**config.mk**
```make
export PLATFORM = sky130hd
export DESIGN_NAME = regfile_write_arbiter
export DESIGN_NICKNAME = d
export VERILOG_FILES = /design/src/rtl/regfile_write_arbiter_pkg.sv /design/src/rtl/rr_arbiter2.sv /design/src/rtl/regfile_write_arbiter.sv
export SDC_FILE = /design/constraint.sdc
export NUM_CORES = 1
export LEC_CHECK = 0
export ABC_AREA = 1
export CORE_ASPECT_RATIO = 1.5
export CORE_MARGIN = 3
export CORE_UTILIZATION = 30
export DETAILED_ROUTE_END_ITERATION = 6
export GPL_ROUTABILITY_DRIVEN = 1
export PLACE_DENSITY = 0.67
export SLEW_MARGIN = 20
export SYNTH_ARGS = -nofsm -noshare
export SYNTH_HDL_FRONTEND = slang
export SYNTH_SLANG_ARGS = --single-unit
```
**constraint.sdc**
```tcl
create_clock -name clk -period 1.7 [get_ports clk]
set_input_delay 0.51 -clock clk [delete_from_list [all_inputs] [get_ports clk]]
set_output_delay 0.51 -clock clk [all_outputs]
set_load 0.02 [all_outputs]
```
**src/rtl/regfile_write_arbiter_pkg.sv**
```systemverilog
// Shared constants and types for the register-file write arbiter slice:
// port widths, clear FSM states and requester IDs.
package regfile_write_arbiter_pkg;

    localparam int DATA_W   = 16;
    localparam int ADDR_W   = 4;
    localparam int NUM_REGS = 16;

    typedef enum logic {
        ST_IDLE  = 1'b0,
        ST_CLEAR = 1'b1
    } clr_state_e;

    localparam logic GNT_ALU = 1'b0;
    localparam logic GNT_MEM = 1'b1;

endpackage

```
**src/rtl/rr_arbiter2.sv**
```systemverilog
// Two-way round-robin grant: on contention the requester that did not win
// last time is chosen; last_grant only moves when something is granted.
module rr_arbiter2
    import regfile_write_arbiter_pkg::*;
(
    input  logic clk,
    input  logic rst,
    input  logic en,
    input  logic valid0,
    input  logic valid1,
    output logic gnt0,
    output logic gnt1,
    output logic last_grant
);

    logic last_grant_q;
    logic last_grant_d;

    // NOTE: every output of this block gets a default before any branch, so
    // no path leaves a variable unassigned and no latch is inferred.
    always_comb begin
        gnt0         = 1'b0;
        gnt1         = 1'b0;
        last_grant_d = last_grant_q;
        if (en) begin
            if (valid0 && valid1) begin
                gnt0 = (last_grant_q == GNT_MEM);
                gnt1 = (last_grant_q == GNT_ALU);
            end else begin
                gnt0 = valid0;
                gnt1 = valid1;
            end
        end
        if (gnt0) begin
            last_grant_d = GNT_ALU;
        end else if (gnt1) begin
            last_grant_d = GNT_MEM;
        end
    end

    // NOTE: state registers use non-blocking assignments so every flop samples
    // the pre-edge value of its neighbours, independent of statement order.
    always_ff @(posedge clk) begin
        if (rst) begin
            last_grant_q <= GNT_ALU;
        end else begin
            last_grant_q <= last_grant_d;
        end
    end

    assign last_grant = last_grant_q;

endmodule

```
**src/rtl/regfile_write_arbiter.sv**
```systemverilog
// Shares the register-file write port between ALU and load writeback, with a
// clear sweep that writes CLEAR_VALUE to every register and stalls both.
module regfile_write_arbiter
    import regfile_write_arbiter_pkg::*;
#(
    parameter int                DATA_W      = regfile_write_arbiter_pkg::DATA_W,
    parameter int                ADDR_W      = regfile_write_arbiter_pkg::ADDR_W,
    parameter int                NUM_REGS    = regfile_write_arbiter_pkg::NUM_REGS,
    parameter logic [DATA_W-1:0] CLEAR_VALUE = '0
) (
    input  logic              clk,
    input  logic              rst,
    input  logic              req0_valid,
    input  logic [ADDR_W-1:0] req0_dest,
    input  logic [DATA_W-1:0] req0_data,
    output logic              req0_ready,
    input  logic              req1_valid,
    input  logic [ADDR_W-1:0] req1_dest,
    input  logic [DATA_W-1:0] req1_data,
    output logic              req1_ready,
    input  logic              clear_start,
    output logic              clear_busy,
    output logic              clear_done,
    output logic              reg_write_en,
    output logic [ADDR_W-1:0] reg_write_dest,
    output logic [DATA_W-1:0] reg_write_data,
    output logic              last_grant
);

    localparam logic [ADDR_W:0] LAST_ADDR = (ADDR_W + 1)'(NUM_REGS - 1);

    clr_state_e        state_q, state_d;
    logic [ADDR_W:0]   cnt_q, cnt_d;
    logic              wr_en_q, wr_en_d;
    logic [ADDR_W-1:0] wr_dest_q, wr_dest_d;
    logic [DATA_W-1:0] wr_data_q, wr_data_d;
    logic              busy_q, busy_d;
    logic              done_q, done_d;

    logic arb_en;
    logic gnt0;
    logic gnt1;

    // Writebacks only compete while idle and no sweep is being launched.
    assign arb_en = (state_q == ST_IDLE) && !clear_start;

    rr_arbiter2 u_arb (
        .clk        (clk),
        .rst        (rst),
        .en         (arb_en),
        .valid0     (req0_valid),
        .valid1     (req1_valid),
        .gnt0       (gnt0),
        .gnt1       (gnt1),
        .last_grant (last_grant)
    );

    assign req0_ready = gnt0;
    assign req1_ready = gnt1;

    always_comb begin
        state_d   = state_q;
        cnt_d     = cnt_q;
        wr_en_d   = 1'b0;
        wr_dest_d = wr_dest_q;
        wr_data_d = wr_data_q;
        busy_d    = busy_q;
        done_d    = 1'b0;
        case (state_q)
            ST_IDLE: begin
                if (clear_start) begin
                    state_d   = ST_CLEAR;
                    cnt_d     = '0;
                    wr_en_d   = 1'b1;
                    wr_dest_d = '0;
                    wr_data_d = CLEAR_VALUE;
                    busy_d    = 1'b1;
                end else if (gnt0) begin
                    wr_en_d   = 1'b1;
                    wr_dest_d = req0_dest;
                    wr_data_d = req0_data;
                end else if (gnt1) begin
                    wr_en_d   = 1'b1;
                    wr_dest_d = req1_dest;
                    wr_data_d = req1_data;
                end
            end
            ST_CLEAR: begin
                // cnt_q is the address being driven on the write port now.
                if (cnt_q == LAST_ADDR) begin
                    state_d = ST_IDLE;
                    cnt_d   = '0;
                    busy_d  = 1'b0;
                    done_d  = 1'b1;
                end else begin
                    cnt_d     = cnt_q + 1'b1;
                    wr_en_d   = 1'b1;
                    wr_dest_d = cnt_d[ADDR_W-1:0];
                    wr_data_d = CLEAR_VALUE;
                end
            end
            default: state_d = ST_IDLE;
        endcase
    end

    always_ff @(posedge clk) begin
        if (rst) begin
            state_q   <= ST_IDLE;
            cnt_q     <= '0;
            wr_en_q   <= 1'b0;
            wr_dest_q <= '0;
            wr_data_q <= '0;
            busy_q    <= 1'b0;
            done_q    <= 1'b0;
        end else begin
            state_q   <= state_d;
            cnt_q     <= cnt_d;
            wr_en_q   <= wr_en_d;
            wr_dest_q <= wr_dest_d;
            wr_data_q <= wr_data_d;
            busy_q    <= busy_d;
            done_q    <= done_d;
        end
    end

    assign reg_write_en   = wr_en_q;
    assign reg_write_dest = wr_dest_q;
    assign reg_write_data = wr_data_q;
    assign clear_busy     = busy_q;
    assign clear_done     = done_q;

endmodule

```
== Word level (Yosys, flattened, before mapping) ==
Index checks and enable logic that the tools add are counted.
Operators by class
  bitwise operators: 2
  equal/unequal tests: 5
  $add $sub $neg: 1
  reductions and logical operators: 7
  mux-type cells: 28
Operators by type and width (count)
  $mux 16: 4
  $pmux 16 s2: 1
  $mux 4: 4
  $mux 1: 12
  $mux 5: 2
  $pmux 5 s2: 1
  $pmux 4 s2: 1
  $pmux 1 s2: 3
  $add 5x1->5 const B: 1
  $eq 5x4->1 const B: 1
  $ne 2x2->1 const B: 2
  $ne 4x4->1 const B: 1
  $reduce_and 2->1: 2
  $reduce_or 2->1: 2
  $logic_and 1x1->1: 2
  $ne 2x1->1 const B: 1
  $not 1->1: 2
  $logic_not 1->1: 1
Word-level totals
  logic and storage cells: 51
  output and inout bits: 26
  bits in registers: 30

== Logic depth before layout (Yosys ltp) ==
  word-level depth: 7
  mapped depth: 9
  mapped depth without buffers: 9

== By module ==
From an unflattened synthesis, not the netlist that was laid out.
Second synthesis, totals
  cells, all modules: 276
  area total of the unflattened synthesis: 1750.4 um^2
Modules (own cells, without submodules)
  regfile_write_arbiter: seq. area each 580.6 um^2, cells each 263, area each 1680.4 um^2, instances 1
  rr_arbiter2: seq. area each 20.0 um^2, cells each 13, area each 70.1 um^2, instances 1

== Least setup slack after synthesis ==
Ideal clock, no wire load.
  path kind: in2out
  from: input req0_valid
  to: output req0_ready
  arrival time: 1277 ps
  stages: 4
  data required time: 1190 ps
  setup slack: -87 ps
  path through: buf_2 -> nand2_2 -> buf_4 -> nor2_1
On the way
  word-level cells in the longest chain between the ends: 3
RTL lines
  start: declaration: line regfile_write_arbiter.sv:13  | input logic req0_valid,
  $logic_and 1x1->1: line rr_arbiter2.sv:26  | if (valid0 && valid1) begin
  $mux 1 *: line rr_arbiter2.sv:26
  $mux 1 *: line rr_arbiter2.sv:25  | if (en) begin
  end: declaration: line regfile_write_arbiter.sv:16  | output logic req0_ready,
Every way passes the cells marked *; elsewhere a longest branch is shown, timed or not.

== Worst setup path after layout ==
  from: input req1_valid
  to: output req0_ready
On the way
  word-level cells in the longest chain between the ends: 3
RTL lines
  start: declaration: line regfile_write_arbiter.sv:17  | input logic req1_valid,
  $logic_and 1x1->1: line rr_arbiter2.sv:26
  $mux 1: line rr_arbiter2.sv:26
  $mux 1: line rr_arbiter2.sv:25
Every way passes these cells.

==> results.rst <==
.. list-table::
   :header-rows: 1

   * - Metric
     - Value
   * - Final #Nets
     - 374
   * - Clock Power Share
     - 0.331
   * - Routed wire length
     - 4650 um
   * - Final worst path period share
     - 0.985
   * - Count of buffers from port buffering
     - 70
   * - Met1 usage
     - 0.166
   * - Worst slew slack as a fraction of its limit
     - 0.825
   * - Starting utilization of the core area
     - 0.314
   * - Clock root cell
     - sky130_fd_sc_hd__clkbuf_8
   * - GP Congestion
     - ~0.8
   * - Average instance area after synthesis
     - around 6.7 um^2
   * - Die ar.
     - about 0.0064 mm^2
   * - Share of total power in sequential cells
     - 0.426
   * - Switching share of power
     - 0.281
   * - Critical-path maximum fanout
     - 3
   * - Startpoint types
     - primary input
   * - Setup clock skew after layout
     - around 5.9 ps
   * - Pin count of the biggest net entering global routing
     - 25
   * - Number of hold-repair buffers added at the cts stage
     - 0
   * - Hold Fails Final Rpt
     - 0
   * - Power dissipated by switching net loads
     - between 0.5 and 0.6 mW
   * - Number of remaining DRC errors
     - 0
   * - Type of destination of the critical path
     - output port
   * - Fraction of layout instances using a drive strength above 1
     - 0.149
   * - Flop and latch count out of synthesis
     - 30
   * - Syn. warnings
     - 0
   * - TritonCTS clock tree
     - built
   * - Synth Net Count
     - a little under 300
   * - IR drop worst, VDD
     - 406 uV
   * - Cell with the largest stage delay on the worst path
     - sky130_fd_sc_hd__dlygate4sd2_1
   * - Max Fclk
     - ~600 MHz
   * - Most Frequent Cell on Critical Path
     - sky130_fd_sc_hd__nand2_2
   * - Worst path required time
     - between 1000 and 1500 ps
   * - CTS Buf Count
     - 5
   * - Cells traversed along the worst timing path
     - dlygate4sd2_1 -> nand2_2 -> nand2_2 -> nor2_4 -> buf_6
   * - Worst hold path class
     - reg2reg
   * - Met3 usage
     - 0.0359
   * - First-pass GRT wire length
     - ~7600 um
   * - ANT nets after route
     - 0
   * - Sequential element share of the synthesized area
     - 0.368
   * - Category of the most critical setup path
     - in2out
   * - Post-CTS clock slew at the launch and capture registers of the worst setup and hold paths
     - about 60 ps
   * - Iteration-0 DRC count of the detailed router
     - between 50 and 60
   * - Maximum single-stage delay on the critical path
     - roughly 260 ps
   * - Maximum Capacitance Violations
     - 0
   * - Count of endpoints failing setup in the final report
     - 0
   * - Boundary pin count
     - between 70 and 80
   * - Sum of net half-perimeters after detailed placement
     - roughly 3600 um
   * - Int Power
     - between 1 and 1.5 mW
   * - Power density normalized to cell area
     - between 600 and 700 mW/mm^2
   * - Cell area after synthesis
     - 0.00163 mm^2
   * - Sink count of the clock tree
     - 30
   * - Height of the die
     - a little under 100 um
   * - DR pass1 iterations
     - 4
   * - Post-route standard cell area excluding fillers
     - roughly 0.0026 mm^2
   * - Setup slack of the worst register-to-register path
     - 210 ps
   * - Total Neg Setup Slack
     - 0 ps
   * - Portion of synthesized cell area occupied by the leading cell type
     - 0.368
   * - FP Rows
     - 32
   * - Outcome
     - finished clean
   * - Overall routing resource usage
     - 0.154
   * - Core Area
     - ~0.0052 mm^2
   * - Unique masters post-synth
     - 28
   * - Routed len/inst
     - around 12 um
   * - Leakage power of the design
     - ~1.3 nW
   * - Most congested layer reported by global routing
     - met2
   * - Fin. max-slew vios
     - 0
   * - Sum of overflow across all layers after global routing
     - 0
   * - DR vias
     - 1787
   * - Min Clock Period, post-route
     - around 1700 ps
   * - Via/cell ratio
     - between 4 and 5
   * - Cell area after placement
     - roughly 0.0025 mm^2
   * - Via count of the first global-routing pass
     - 1681
   * - Met2 Track Usage GR
     - 0.288
   * - Cells after synthesis
     - approximately 240
   * - Library cell with the largest summed area after synthesis
     - sky130_fd_sc_hd__dfxtp_1
   * - H-Tree Depth
     - 2
   * - Part of the total power dissipated in combinational logic
     - 0.243
   * - Initial antenna violation count
     - 0
   * - Clock Tree Buf Depth
     - 2
   * - Worst-Margin Slew
     - approximately 260 ps
   * - Arrival time at the worst endpoint
     - between 1000 and 1500 ps
   * - Insertion delay of the later-clocked pin in the worst-skew pair
     - approximately 280 ps
   * - Number of antenna diodes
     - 0
   * - Top cells by area in the synthesized netlist
     - sky130_fd_sc_hd__dfxtp_1 (37%), sky130_fd_sc_hd__nand2_1 (14%), sky130_fd_sc_hd__nand3_1 (8.3%)
   * - Die boundary width
     - between 60 and 70 um
   * - Post-synthesis to final-layout area growth
     - 57.7%
cell usage in the layout (no fill, tap or decap), types with 6 or more instances in the layout:
cell,n
sky130_fd_sc_hd__a21oi_1,8
sky130_fd_sc_hd__buf_4,18
sky130_fd_sc_hd__clkbuf_8,6
sky130_fd_sc_hd__clkdlybuf4s50_1,41
sky130_fd_sc_hd__dfxtp_1,30
sky130_fd_sc_hd__dlygate4sd2_1,25
sky130_fd_sc_hd__inv_1,27
sky130_fd_sc_hd__nand2_1,62
sky130_fd_sc_hd__nand3_1,27
sky130_fd_sc_hd__nand4_1,10
sky130_fd_sc_hd__nor2_1,33
sky130_fd_sc_hd__o21bai_1,6
cell type report:
type                       instances  area, um^2
clock buffer                       6        82.6
sequential                        30         601
fill                             545        2630
clock inverter                     2        12.5
inverter                          30         113
tap                               68        85.1
timing repair buffer              89         826
multi-input combinational        172         858
flip-flops by register name, indices dropped and copies added, names as in the netlist:
name and flops:
clear_done 1, u_arb.last_grant 1, reg_write_data 16, state_q 1
cnt_q 5, clear_busy 1, reg_write_en 1, reg_write_dest 4
power by group through the flow:
| stage | clock, mW | combinational, mW | sequential, mW |
|---|---|---|---|
| after floorplan | 0 | 0.180 | 0.814 |
| after CTS | 0.608 | 0.434 | 0.759 |
| final | 0.590 | 0.433 | 0.758 |
| after global placement | 0 | 0.455 | 0.774 |
| after global routing | 0.640 | 0.479 | 0.763 |
| after detailed placement | 0 | 0.457 | 0.775 |
cells in the mapped netlist (all sizes together):
master	count
a211oi	2
a21oi	8
buf	10
clkbuf	1
dfxtp	30
ha	1
inv	30
nand2	68
nand3	29
nand4	10
nor2	37
nor3	1
o21ai	8
o21bai	7
or2	1
logic make-up (layout without fill, tap and decap cells):
logic type                 after synthesis  count (layout)  synth area share
and+or+nand+nor                        146             146             0.416
buffers and inverters                   41             127             0.116
DFF                                     30              30             0.368
AOI/OAI and AO/OA                       25              25            0.0926
adders and majority gates                1               1           0.00766
path summary, 6_finish.rpt:
kind,cells past startpoint,to,startpoint
worst max-delay path,5,req0_ready,req1_valid
worst min-delay path,2,cnt_q[4],cnt_q[4]
worst max register to register,9,reg_write_dest[1],cnt_q[0]
worst min register to register,2,cnt_q[4],cnt_q[4]
what timing repair did:
item | CTS | global route
buffers inserted | 0 | 1
endpoints found under the hold margin | 0 | 0
endpoints found under the setup margin | 28 | 2
resized for setup | 39 | 6
pin swaps | 0 | 1
worst max-delay path, delay by kind of cell:
family | cells | cell delay (ps)
buffers and inverters | 2 | 390
and+or+nand+nor | 3 | 260
per-stage QoR:
stage               utilization  hold slack (ps)  cells  worst slack, ps  power, mW
CTS                       0.494              457    396            -4.46       1.80
global placement          0.482              433    388             -702       1.23
detailed placement        0.482              448    388             -711       1.23
global route              0.495              469    397            -1.46       1.88
floorplan                     -              426    243             6.51      0.994
finish                    0.495              452    397             25.2       1.78
per-layer routing:
metal,part of all wire,vias to the layer above
met5,0,-
met4,0.017,0
li1,-,940
met1,0.40,809
met2,0.55,32
met3,0.033,6
Power figures use the tool's default switching activity.
